[src/rtl/lib_arbiter_pkg.sv]
// Shared parameters and types for the row/column arbiter readout path.
package lib_arbiter_pkg;
  localparam int ROWS   = 8;
  localparam int ADDR_W = $clog2(ROWS);

  typedef enum logic {IDLE, SEND} arb_req_state_t;
endpackage

[src/rtl/onehot_to_bin.sv]
// One-hot to binary encoder; returns the index of the lowest set bit.
// Purely combinational, shared by row and column readout.
module onehot_to_bin #(
  parameter int W     = 8,
  parameter int OUT_W = $clog2(W)
) (
  input  logic [W-1:0]     i_onehot,
  output logic [OUT_W-1:0] o_bin
);
  // Scan from the top down so the lowest set bit overrides any higher one.
  always_comb begin
    o_bin = '0;
    for (int i = W - 1; i >= 0; i--) begin
      if (i_onehot[i]) o_bin = OUT_W'(i);
    end
  end
endmodule

[src/rtl/arb_req_handler.sv]
// Requester-side companion of the priority arbiter: latches event pulses into
// pending flags, presents them as requests, captures the returned one-hot
// grant, and emits its binary address under valid/ready.
// Optional macro GNT_ONEHOT_CHK_EN builds a sticky grant-protocol checker.
module arb_req_handler
  import lib_arbiter_pkg::*;
#(
  parameter int ROWS   = lib_arbiter_pkg::ROWS,
  parameter int ADDR_W = $clog2(ROWS)
) (
  input  logic              clk_i,
  input  logic              reset_i,
  input  logic [ROWS-1:0]   evt_i,
  output logic [ROWS-1:0]   req_o,
  input  logic [ROWS-1:0]   gnt_i,
  output logic [ADDR_W-1:0] addr_o,
  output logic              valid_o,
  input  logic              ready_i,
  output logic              busy_o,
  output logic              err_o
);
  arb_req_state_t    r_state, w_state_d;
  logic [ROWS-1:0]   r_pending;
  logic [ADDR_W-1:0] r_addr;
  logic              w_cap_en;
  logic              w_gnt_any;
  logic              w_capture;
  logic [ROWS-1:0]   w_clr;
  logic [ADDR_W-1:0] w_enc;

  onehot_to_bin #(.W(ROWS), .OUT_W(ADDR_W)) u_enc (
    .i_onehot (gnt_i),
    .o_bin    (w_enc)
  );

  assign w_gnt_any = |gnt_i;

  // Capture window: idle, or the current address is being handed off.
  always_comb begin
    w_cap_en  = (r_state == IDLE) || ((r_state == SEND) && ready_i);
    w_capture = w_cap_en && w_gnt_any;
    w_clr     = w_capture ? gnt_i : '0;
    w_state_d = r_state;
    case (r_state)
      IDLE: if (w_gnt_any) w_state_d = SEND;
      SEND: if (ready_i)   w_state_d = w_gnt_any ? SEND : IDLE;
      default:             w_state_d = IDLE;
    endcase
  end

  // State register.
  always_ff @(posedge clk_i) begin
    if (reset_i) r_state <= IDLE;
    else         r_state <= w_state_d;
  end

  // Pending flags: set wins over the capture clear, so a same-cycle event re-pends.
  always_ff @(posedge clk_i) begin
    if (reset_i) r_pending <= '0;
    else         r_pending <= (r_pending & ~w_clr) | evt_i;
  end

  // Address register only loads on capture, so it holds while stalled.
  always_ff @(posedge clk_i) begin
    if (reset_i)        r_addr <= '0;
    else if (w_capture) r_addr <= w_enc;
  end

  assign req_o   = r_pending;
  assign addr_o  = r_addr;
  assign valid_o = (r_state == SEND);
  assign busy_o  = (|r_pending) || valid_o;

`ifdef GNT_ONEHOT_CHK_EN
  logic r_err;
  logic w_onehot;
  logic w_gnt_bad;

  // Grant must be exactly one bit and must target a pending line.
  always_comb begin
    w_onehot  = w_gnt_any && ((gnt_i & (gnt_i - ROWS'(1))) == '0);
    w_gnt_bad = !w_onehot || ((gnt_i & ~r_pending) != '0);
  end

  // Sticky error flag, cleared only by reset.
  always_ff @(posedge clk_i) begin
    if (reset_i)                                     r_err <= 1'b0;
    else if (w_cap_en && (|r_pending) && w_gnt_bad)  r_err <= 1'b1;
  end

  assign err_o = r_err;
`else
  assign err_o = 1'b0;
`endif
endmodule

[config.mk]
export PLATFORM = sky130hd
export DESIGN_NAME = arb_req_handler
export DESIGN_NICKNAME = d
export VERILOG_FILES = /design/src/rtl/lib_arbiter_pkg.sv /design/src/rtl/onehot_to_bin.sv /design/src/rtl/arb_req_handler.sv
export SDC_FILE = /design/constraint.sdc
export NUM_CORES = 1
export LEC_CHECK = 0
export CORE_MARGIN = 2
export CORE_UTILIZATION = 29
export DETAILED_ROUTE_END_ITERATION = 8
export GPL_ROUTABILITY_DRIVEN = 0
export PLACE_DENSITY = 0.66
export SYNTH_ARGS = -nofsm -noshare
export SYNTH_HDL_FRONTEND = slang
export SYNTH_SLANG_ARGS = --single-unit
[constraint.sdc]
create_clock -name clk_i -period 1.6 [get_ports clk_i]
set_input_delay 0.16 -clock clk_i [delete_from_list [all_inputs] [get_ports clk_i]]
set_output_delay 0.16 -clock clk_i [all_outputs]
set_load 0.05 [all_outputs]
# [Word level (Yosys, flattened, before mapping)]
# Cells that the tools add are included.
[totals] reg_bits=12 inputBits=19 output_inout_bits=14 elab_cells=25
[op_classes] mux=12 bitwise_logic=4 n_reduce_logical=6
[op_table] cell="3-bit two-way mux" count=8
[op_table] cell="8-bit OR reduction" count=2
[op_table] cell="8-bit AND" count=1
[op_table] cell="8-bit two-way mux" count=1
[op_table] cell="8-bit NOT" count=1
[op_table] cell="8-bit OR" count=1
[op_table] cell="1-bit logical AND" count=2
[op_table] cell="1-bit logical OR" count=2
[op_table] cell="1-bit two-way mux" count=2
[op_table] cell="1-bit case mux with 2 select lines" count=1
[op_table] cell="1-bit NOT" count=1

# [Logic depth before layout (Yosys ltp)]
[depth] depth_word=8 ltp_mapped=5

# [By module]
# Synthesis repeated with hierarchy kept, for this count alone.
[unflattened] cells_unflattened=79 hier_area_um2=639.4
[by_module_without_submodules] mod="arb_req_handler" instances=1 cells_each=67 area_each_um2=555.5 seq_area_each_um2=240.2
[by_module_without_submodules] mod="onehot_to_bin" instances=1 cells_each=12 area_each_um2=83.8 seq_area_each_um2=0.0

# [Worst setup path after synthesis]
# OpenSTA, ideal clock, no wires.
[synth_path] path_kind="register to output" start="register r_pending[4] (netlist: req_o[4])" end="output busy_o" arrival_ps=1221 path_slack_ps=219 stages_incl_launch_ff=3 n_path_buf=0 cell_sequence="dfxtp_1 -> nor4_1 -> nand3_1"
[synth_between] elab_chain_cells=2
[synth_lines] element="from (decl)" line="arb_req_handler.sv:23" source="logic [ROWS-1:0] r_pending;"
[synth_lines] element="from (signal assigned)" line="arb_req_handler.sv:60" source="else r_pending <= (r_pending & ~w_clr) | evt_i;"
[synth_lines] element="8-bit OR reduction" line="arb_req_handler.sv:72" source="assign busy_o = (|r_pending) || valid_o;"
[synth_lines] element="1-bit logical OR" line="arb_req_handler.sv:72"
[synth_lines] element="to (decl)" line="arb_req_handler.sv:19" source="output logic busy_o,"
# No other way between the ends.

# [Worst setup path after layout]
# Same ends and word-level chain as after synthesis.

==> results.md <==
- Vias: roughly 600
- Post-synth EDFFs: 0
- Top_reg_cell synth: dfxtp_1
- PwrDens: between 800 and 900 mW/mm^2
- Lkg Pwr: between 0.4 and 0.5 nW
- PostCTS Resize Cnt: 0
- Longest Clk Path Bufs: 2
- Residual DRC: 0
- Compound-Gate Fraction of Synth Area: 21.80%
- Post-synthesis simple-gate area fraction: 28.44%
- Min cycle time layout: 1.440 ns
- Top Ports: 33
- Fillers: between 150 and 200
- Commonest non-fill, non-tap cell in the layout: buf_4
- Max Fclk: 694.3 MHz
- Initial antenna violation count: 0
- VDD IR max: approximately 0.43 mV
- Final Cycle Share: between 90% and 100%
- Wire length on met3: 76 um
- Final Setup Violations: 0
- Power Total: between 0.0007 and 0.0008 W
- Syn Inst Count: 66
- TritonCTS buffer count: 3
- WL/cell: around 11 um
- Clock sinks: 12
- Synth area leaders: dfxtp_1, a21oi_1, nor2_1
- Most frequent cells in the layout: buf_4, clkdlybuf4s50_1, nor2_1, dfxtp_1, a21oi_1
- Slew Limit Fails: 0
- Global-route wire length before repair: ~2300 um
- Ant. Diodes: 0
- Crit. End Element: output port
- Site row count: 15
- Crit path buf inv count: 1
- Max incr delay on CP: ~0.37 ns
- Metal1 wirelength: approximately 660 um
- Slowest cell on the critical path: nor4_1
- Main combinational cell family by area after synthesis: simple AND/OR/NAND/NOR gates
- Cell variety after synth: 23
- CTS tree: yes
- Crit path kind: reg -> out
- Core Footprint: 0.001727 mm^2
- Synth Register Bits: 12
- Post-synthesis xor/xnor area fraction: 0%
- Crit path cell chain: nor4_1, nand3_1, buf_4
- Vias per cell: between 4 and 5
- Layout cells sized above 1: approximately 31%
- Area share of the largest cell type after synthesis: between 40% and 50%
- Mux cell area share after synthesis: 0%
- Total GRT Usage: between 15 and 20%
- Final ANT Viol Nets: 0
- Largest net degree at the start of global routing: 12
- Ys async rst share: 0%
- CP Launch Type: flip-flop
- Top cell family by delay on the critical path: simple AND/OR/NAND/NOR gates
- Critical path required time: around 1.4 ns
- Port-buffer cells: 31
- Post-CTS Hold Buffers: 0
- Cell taking the most area after synthesis: dfxtp_1
- Post-Synthesis Mean Instance Area: 8.000 um^2
- Initial DRC Count: 5
- Grt ovf: 0
- Routed wire length: 1471 um
- Clock root cell: clkbuf_4
- Sequential area share after synthesis: between 40% and 50%
- Detailed Routing Iterations Pass 1: 4
- Clock-pin slew on the worst setup and hold paths: around 0.07 ns
- Syn nets: 85
- Final Hold Vio Count: 0
- Top routing layer in use: met4
- Yosys warns: 0
- Die X: 46.67 um
- DR WL met2: 699 um
- H-tree depth: 1
- Area grow syn2layout: 75.59%
- Arrival time worst endpoint: 1.28 ns
- Post-DP HPWL: roughly 1200 um
- CP max FO: 3
- Hold WS: 0.4688 ns
- Vias in the first global route: just under 600
- Unrepaired setup endpoints after global routing: no
- Setup_tns: 0 ns
- Min-delay worst type: reg -> reg
- Die area: 0.002178 mm^2
- Nets: about 130
- Setup Buffers After CTS: 0
- Skew-Pair Late Insertion Delay: around 0.27 ns
- Post-synthesis adder-cell area fraction: 0%
- Syn Std Cell Area: 528.0 um^2
- Max cap viols: 0
- Status: finished, final reports clean
- Initial core utilization: 30.58%
- Die height: 46.67 um
- Layout Skew: 0.004075 ns
-- state kept, by name, summed over array words and instances, names as in the netlist --
name,flops
addr_o,3
req_o,8
valid_o,1
-- report_power, final --
part	internal (W)	leakage, nW	total, W	switching, W
registers	0.000318	0.100	0.000331	0.0000134
clock network	0.0000870	0.0138	0.000180	0.0000927
logic	0.000102	0.292	0.000232	0.000130
-- cells in the mapped netlist, types with 2 or more instances --
master    count
nand2_1       8
dfxtp_1      12
a21oi_1      11
clkbuf_1      2
or4_4         2
nor3_1        3
nor2_1       12
-- worst reg2reg max path, delay by kind of cell (launching register included) --
family	cells	cell delay, ns
flip-flops	1	0.33
AND/OR/NAND/NOR	1	0.14
AO/OA/AOI/OAI	3	0.51
-- layer usage --
metal | vias to the layer above | GRT usage [%]
li1 | 313 | -
met1 | 269 | 17.14
met2 | 20 | 26.11
met3 | 4 | 2.353
met4 | 0 | 10.00
met5 | - | 0
-- through the flow --
stage	setup WS, ns	cell area (um^2)	utilization, %	instances
floorplan	0.2190	528.0	-	66
global placement	-0.02858	904.6	52.39	130
detailed placement	-0.07210	904.6	52.39	130
CTS	0.1200	927.1	53.70	133
global route	0.09828	927.1	53.70	133
finish	0.1598	927.1	53.70	133
-- final timing paths --
path              slack [ns]         to  cells past startpoint       from
setup / recovery        0.16     busy_o                      3   req_o[4]
hold reg to reg         0.47  addr_o[0]                      2  addr_o[0]
setup reg to reg        0.55  addr_o[0]                      4    valid_o
hold / removal          0.47  addr_o[0]                      2  addr_o[0]
-- logic make-up (layout without fill, tap and decap cells) --
group,Yosys count,in the layout
other,1,1
AND/OR/NAND/NOR,31,31
buffers and inverters,4,46
flip-flops,12,12
AO/OA/AOI/OAI,18,18
-- layout make-up --
type	instances	area [um^2]	area share, %
clock buffer	3	22.52	2.429
sequential	12	240.2	25.91
tap	25	31.28	3.374
inverter	1	3.754	0.4049
timing repair buffer	42	360.3	38.87
multi-input combinational	50	269.0	29.01
No activity file was read; power rests on OpenSTA's default activity.
